--- src/rtl/spi_master.sv ---
// SPI master: one 8-bit, MSB-first, mode-0 full-duplex frame per start request.
// SS/SCK/MOSI and all status outputs come straight from flops; MISO is
// double-flop synchronised before it is shifted into the receive register.
module spi_master #(
  parameter int HALF_PERIOD = 8
) (
  input  logic       clk,
  input  logic       rst,
  input  logic       start,
  input  logic [7:0] tx_data,
  input  logic       MISO,
  output logic       busy,
  output logic       done,
  output logic [7:0] rx_data,
  output logic       SS,
  output logic       SCK,
  output logic       MOSI
);

  typedef enum logic [2:0] {
    S_IDLE,
    S_LEAD,
    S_HIGH,
    S_LOW,
    S_TRAIL,
    S_GAP
  } state_t;

  // Divider terminal count: every timed state lasts HALF_PERIOD cycles.
  localparam logic [7:0] DIV_LAST = 8'(HALF_PERIOD - 1);

  state_t     r_state, w_state_next;
  logic [7:0] r_div, w_div_next;
  logic [2:0] r_bit, w_bit_next;
  logic [7:0] r_tx, w_tx_next;
  logic [7:0] r_rx, w_rx_next;
  logic [7:0] r_rx_data, w_rx_data_next;
  logic       r_ss, w_ss_next;
  logic       r_sck, w_sck_next;
  logic       r_busy, w_busy_next;
  logic       r_done, w_done_next;
  logic       r_miso_meta, r_miso_sync;
  logic       w_div_end;

  assign w_div_end = (r_div == DIV_LAST);

  // MOSI is the MSB of the tx shift register; it is cleared on entering GAP.
  assign SS      = r_ss;
  assign SCK     = r_sck;
  assign MOSI    = r_tx[7];
  assign busy    = r_busy;
  assign done    = r_done;
  assign rx_data = r_rx_data;

  // Two-flop synchroniser for the asynchronous MISO pin.
  always_ff @(posedge clk or negedge rst) begin
    if (!rst) begin
      r_miso_meta <= 1'b0;
      r_miso_sync <= 1'b0;
    end else begin
      r_miso_meta <= MISO;
      r_miso_sync <= r_miso_meta;
    end
  end

  // State, counters, shift registers and registered outputs.
  always_ff @(posedge clk or negedge rst) begin
    if (!rst) begin
      r_state   <= S_IDLE;
      r_div     <= 8'd0;
      r_bit     <= 3'd0;
      r_tx      <= 8'd0;
      r_rx      <= 8'd0;
      r_rx_data <= 8'd0;
      r_ss      <= 1'b1;
      r_sck     <= 1'b0;
      r_busy    <= 1'b0;
      r_done    <= 1'b0;
    end else begin
      r_state   <= w_state_next;
      r_div     <= w_div_next;
      r_bit     <= w_bit_next;
      r_tx      <= w_tx_next;
      r_rx      <= w_rx_next;
      r_rx_data <= w_rx_data_next;
      r_ss      <= w_ss_next;
      r_sck     <= w_sck_next;
      r_busy    <= w_busy_next;
      r_done    <= w_done_next;
    end
  end

  // Next-state and next-output logic; outputs change only on state entry.
  always_comb begin
    w_state_next   = r_state;
    w_div_next     = r_div + 8'd1;
    w_bit_next     = r_bit;
    w_tx_next      = r_tx;
    w_rx_next      = r_rx;
    w_rx_data_next = r_rx_data;
    w_ss_next      = r_ss;
    w_sck_next     = r_sck;
    w_busy_next    = r_busy;
    w_done_next    = 1'b0;

    case (r_state)
      S_IDLE: begin
        w_div_next = 8'd0;
        if (start) begin
          w_state_next = S_LEAD;
          w_tx_next    = tx_data;
          w_bit_next   = 3'd0;
          w_ss_next    = 1'b0;
          w_busy_next  = 1'b1;
        end
      end
      S_LEAD, S_LOW: begin
        if (w_div_end) begin
          // Rising edge: sample the synchronised MISO into the rx LSB.
          w_state_next = S_HIGH;
          w_div_next   = 8'd0;
          w_sck_next   = 1'b1;
          w_rx_next    = {r_rx[6:0], r_miso_sync};
        end
      end
      S_HIGH: begin
        if (w_div_end) begin
          w_div_next = 8'd0;
          w_sck_next = 1'b0;
          if (r_bit == 3'd7) begin
            // Last falling edge: MOSI keeps bit 0 through TRAIL.
            w_state_next = S_TRAIL;
          end else begin
            w_state_next = S_LOW;
            w_bit_next   = r_bit + 3'd1;
            w_tx_next    = {r_tx[6:0], 1'b0};
          end
        end
      end
      S_TRAIL: begin
        if (w_div_end) begin
          w_state_next   = S_GAP;
          w_div_next     = 8'd0;
          w_ss_next      = 1'b1;
          w_tx_next      = 8'd0;
          w_done_next    = 1'b1;
          w_rx_data_next = r_rx;
        end
      end
      S_GAP: begin
        if (w_div_end) begin
          w_state_next = S_IDLE;
          w_div_next   = 8'd0;
          w_busy_next  = 1'b0;
        end
      end
      default: begin
        w_state_next = S_IDLE;
        w_div_next   = 8'd0;
      end
    endcase
  end

endmodule

--- config.mk ---
export PLATFORM = sky130hd
export DESIGN_NAME = spi_master
export DESIGN_NICKNAME = d
export VERILOG_FILES = /design/src/rtl/spi_master.sv
export SDC_FILE = /design/constraint.sdc
export NUM_CORES = 1
export LEC_CHECK = 0
export ABC_AREA = 1
export CAP_MARGIN = 20
export CORE_UTILIZATION = 40
export CTS_CLUSTER_DIAMETER = 120
export DETAILED_ROUTE_END_ITERATION = 16
export PLACE_DENSITY_LB_ADDON = 0.2
export SLEW_MARGIN = 20
export SYNTH_ARGS = -nofsm -noshare
export SYNTH_HDL_FRONTEND = slang
export SYNTH_SLANG_ARGS = --single-unit
--- constraint.sdc ---
create_clock -name clk -period 1.8 [get_ports clk]
set_input_delay 0.36 -clock clk [delete_from_list [all_inputs] [get_ports clk]]
set_output_delay 0.36 -clock clk [all_outputs]
set_load 0.05 [all_outputs]
==> impl_metrics.toml <==
[run_status]
status = "finished, final reports clean"

[clock_network]
cts_buffers = 5
cts_setup_buffers = 0
holdBufCountCts = 0
cts_tree = "done"
ctsLongestPathBuffers = 2
htree_num_levels = 2
cts_root_buf = "clkbuf_8"
clock_latency_ns = 0.30
clk_pin_slew_ns = 0.08
numClockSinks = 44
cts-resized-gates = 0

[global_route]
antenna_found_initial = 0
grt_pass1_wl_um = 6540
grt_max_degree = 45
grt_usage_pct = 15.7
grt_overflow_total = 0
first_global_vias = 1494

[synthesis]
ys_ff_latch = 44
syn_inst = 241
ys_seq_area_share_pct = 52.3
yosys_warnings = 0
avgSynthCellArea_um2 = 8.74
yosysTopAreaCell = "dfrtp_1"
netlist.area_leader.share_pct = 51.1
synth_cell_types = 25
synth_fp_nets = 256
synth_area_leaders = "dfrtp_1 (51%), nand2_1 (13%), nand3_1 (5.2%)"
synth_area_um2 = 2110

[route]
drtIter0Drc = 31
via_count = 1580
wl_met1_um = 1770
wl_met2_um = 1780
ant_nets = 0
viasPerCell = 4.65
drc_errors = 0
wl_per_cell_um = 10.9
maxUsedRoutingLayer = "met4"
met3_length_um = 95
routed_wl_um = 3710
dr.pass1.iters = 5

[setup_path]
path_delay_family = "simple AND/OR/NAND/NOR gates"
worst_setup_path_end_kind = "register"
path_max_fanout = 9
critPathMaxStageDelay_ns = 0.40
arrival_ns = 1.77
path_cells = "ha_1 > ha_1 > nand3_1 > nand2_4 > nor2_4 > nand2_4 > nand2_1 > nand2_1"
cp.buffers_inverters = 0
crit_type = "register to register"
slowest_stage = "dfrtp_1"
worstPathRequired_ns = 1.99
cp-start-kind = "register"

[final_layout]
insertedDiodeCount = 0
area_growth_pct = 17.5
drive_gt1_share_pct = 17.0
final_util_pct = 48.8
fin_nets = 284

[power_and_ir_drop]
p_leak_nw = 1.27
vdd_drop_max_uv = 808
power_density_nw_per_um2 = 735

[floorplan]
initial_core_util_pct = 41.5
die_h_um = 74.6
rows = 26
io_pins = 25
coreArea_um2 = 5070
die_x_um = 74.6
die_area_um2 = 5560

[sta]
tns_ns = 0
fmax_ghz = 0.630
slew_headroom_pct = 63.9
finalClockSkew_ns = 0.0109
min_period_ns = 1.59
slew_violations = 0
worstMarginPinSlew_ns = 0.542
hold_viol_final = 0
fin_crit_sh_pct = 88.2
setup_viol = 0
grt_setup_unrepaired = "no"

[placement]
gp_congestion = 0.777
dp_hpwl_um = 2660
port_buffers = 24

[flow_run]
cap_violations = 0

[hold_path]
hold_path.class = "input pin to asynchronous set/reset pin"
## where the power goes
| group | internal (mW) | leakage (nW) | switching [mW] |
|---|---|---|---|
| logic | 0.0295 | 0.636 | 0.0349 |
| clock network | 0.418 | 0.0583 | 0.339 |
| registers | 0.995 | 0.575 | 0.00263 |
| total | 1.44 | 1.27 | 0.376 |
## per-stage QoR
step / power, mW / cell area, um2 / cells / worst slack (ns) / hold slack, ns
2_1_floorplan: 1.04 / 2110 / 241 / 0.349 / 0.0644
3_3_place_gp: 1.08 / 2360 / 332 / 0.160 / 0.335
3_5_place_dp: 1.09 / 2360 / 332 / 0.132 / 0.337
4_1_cts: 1.85 / 2470 / 340 / 0.195 / 0.142
5_1_grt: 1.90 / 2470 / 340 / 0.0493 / 0.177
6_report: 1.82 / 2470 / 340 / 0.212 / 0.132
## sequential cells by signal (all words and copies together), names as in the netlist
signal and count:
SS 1, done 1, r_bit 3, busy 1, r_tx 8, r_state 3
rx_data 8, r_rx 8, r_div 8, r_miso_sync 1, SCK 1, r_miso_meta 1
## worst reg2reg max path, cell delays in order (launching register included)
cell and delay [ns]:
dfrtp_1 0.40, ha_1 0.21, ha_1 0.19, nand3_1 0.15, nand2_4 0.08, nor2_4 0.21
nand2_4 0.13, nand2_1 0.08, nand2_1 0.05
## cell usage in the layout, fill, tap and decap left out
cell and n:
xor2_1 1, nand3_1 22, dfstp_2 1, nand2_1 72, o22ai_1 1, bufinv_16 1, nor3_1 4, o21ai_1 14
inv_1 25, clkbuf_8 5, nor3b_2 1, buf_2 1, nor2_1 18, nor2_8 1, ha_1 3, nand2_4 4
nand3b_4 1, clkdlybuf4s50_1 10, dfrtp_1 43, nor2_4 3, nand4_1 2, o21ai_0 5, inv_2 3, buf_4 14
nand3_2 1, nand3_4 1, clkinv_4 3, a21oi_1 4, nand2_2 6
## cell usage after synthesis
| library cell | number |
|---|---|
| dfstp_2 | 1 |
| o21ai_1 | 14 |
| ha_1 | 3 |
| nor3_1 | 4 |
| nand3_1 | 22 |
| nand3_2 | 1 |
| nor3b_2 | 1 |
| nor2_8 | 1 |
| inv_1 | 25 |
| o22ai_1 | 1 |
| inv_2 | 3 |
| dfrtp_1 | 43 |
| clkinv_4 | 1 |
| nand2_1 | 72 |
| nand4_1 | 2 |
| xor2_1 | 1 |
| nor2_1 | 18 |
| nand3b_4 | 1 |
| nand2_4 | 4 |
| buf_6 | 4 |
| a21oi_1 | 4 |
| nand2_2 | 6 |
| o21ai_0 | 5 |
| nand3_4 | 1 |
| nor2_4 | 3 |
## per-layer routing
metal,global-route usage [%],vias to the layer above
met5,0,-
met1,20.4,731
met4,5.66,0
met3,3.25,5
met2,25.9,21
li1,-,823
## path summary, 6_finish.rpt
path	slack, ns	to	startpoint	cells past startpoint
max	0.21	r_tx[4]	r_bit[0]	8
min	0.13	r_state[2]	rst	2
max reg2reg	0.21	r_tx[4]	r_bit[0]	8
min reg2reg	0.36	r_miso_sync	r_miso_meta	0
max in group asynchronous	1.29	SS	rst	2
min in group clk	0.36	r_miso_sync	r_miso_meta	0
## area by class of cell
class	instances	area (um2)
clock buffers	5	68.8
flip-flops and latches	44	1100
repair buffers	25	210
inverters	29	114
clock inverters	3	47.5
fillers	496	2600
well taps	70	87.6
multi-input cells	164	845
## kinds of logic after synthesis
group	count (synthesis)	synth area share (%)
AND/OR/NAND/NOR	136	32.1
flip-flops	44	52.3
adder cells (fa/ha/maj)	3	1.78
XOR/XNOR	1	0.416
buffers and inverters	33	7.55
AO/OA/AOI/OAI	24	5.76
Note: power is estimated with default switching activity, not from simulation.
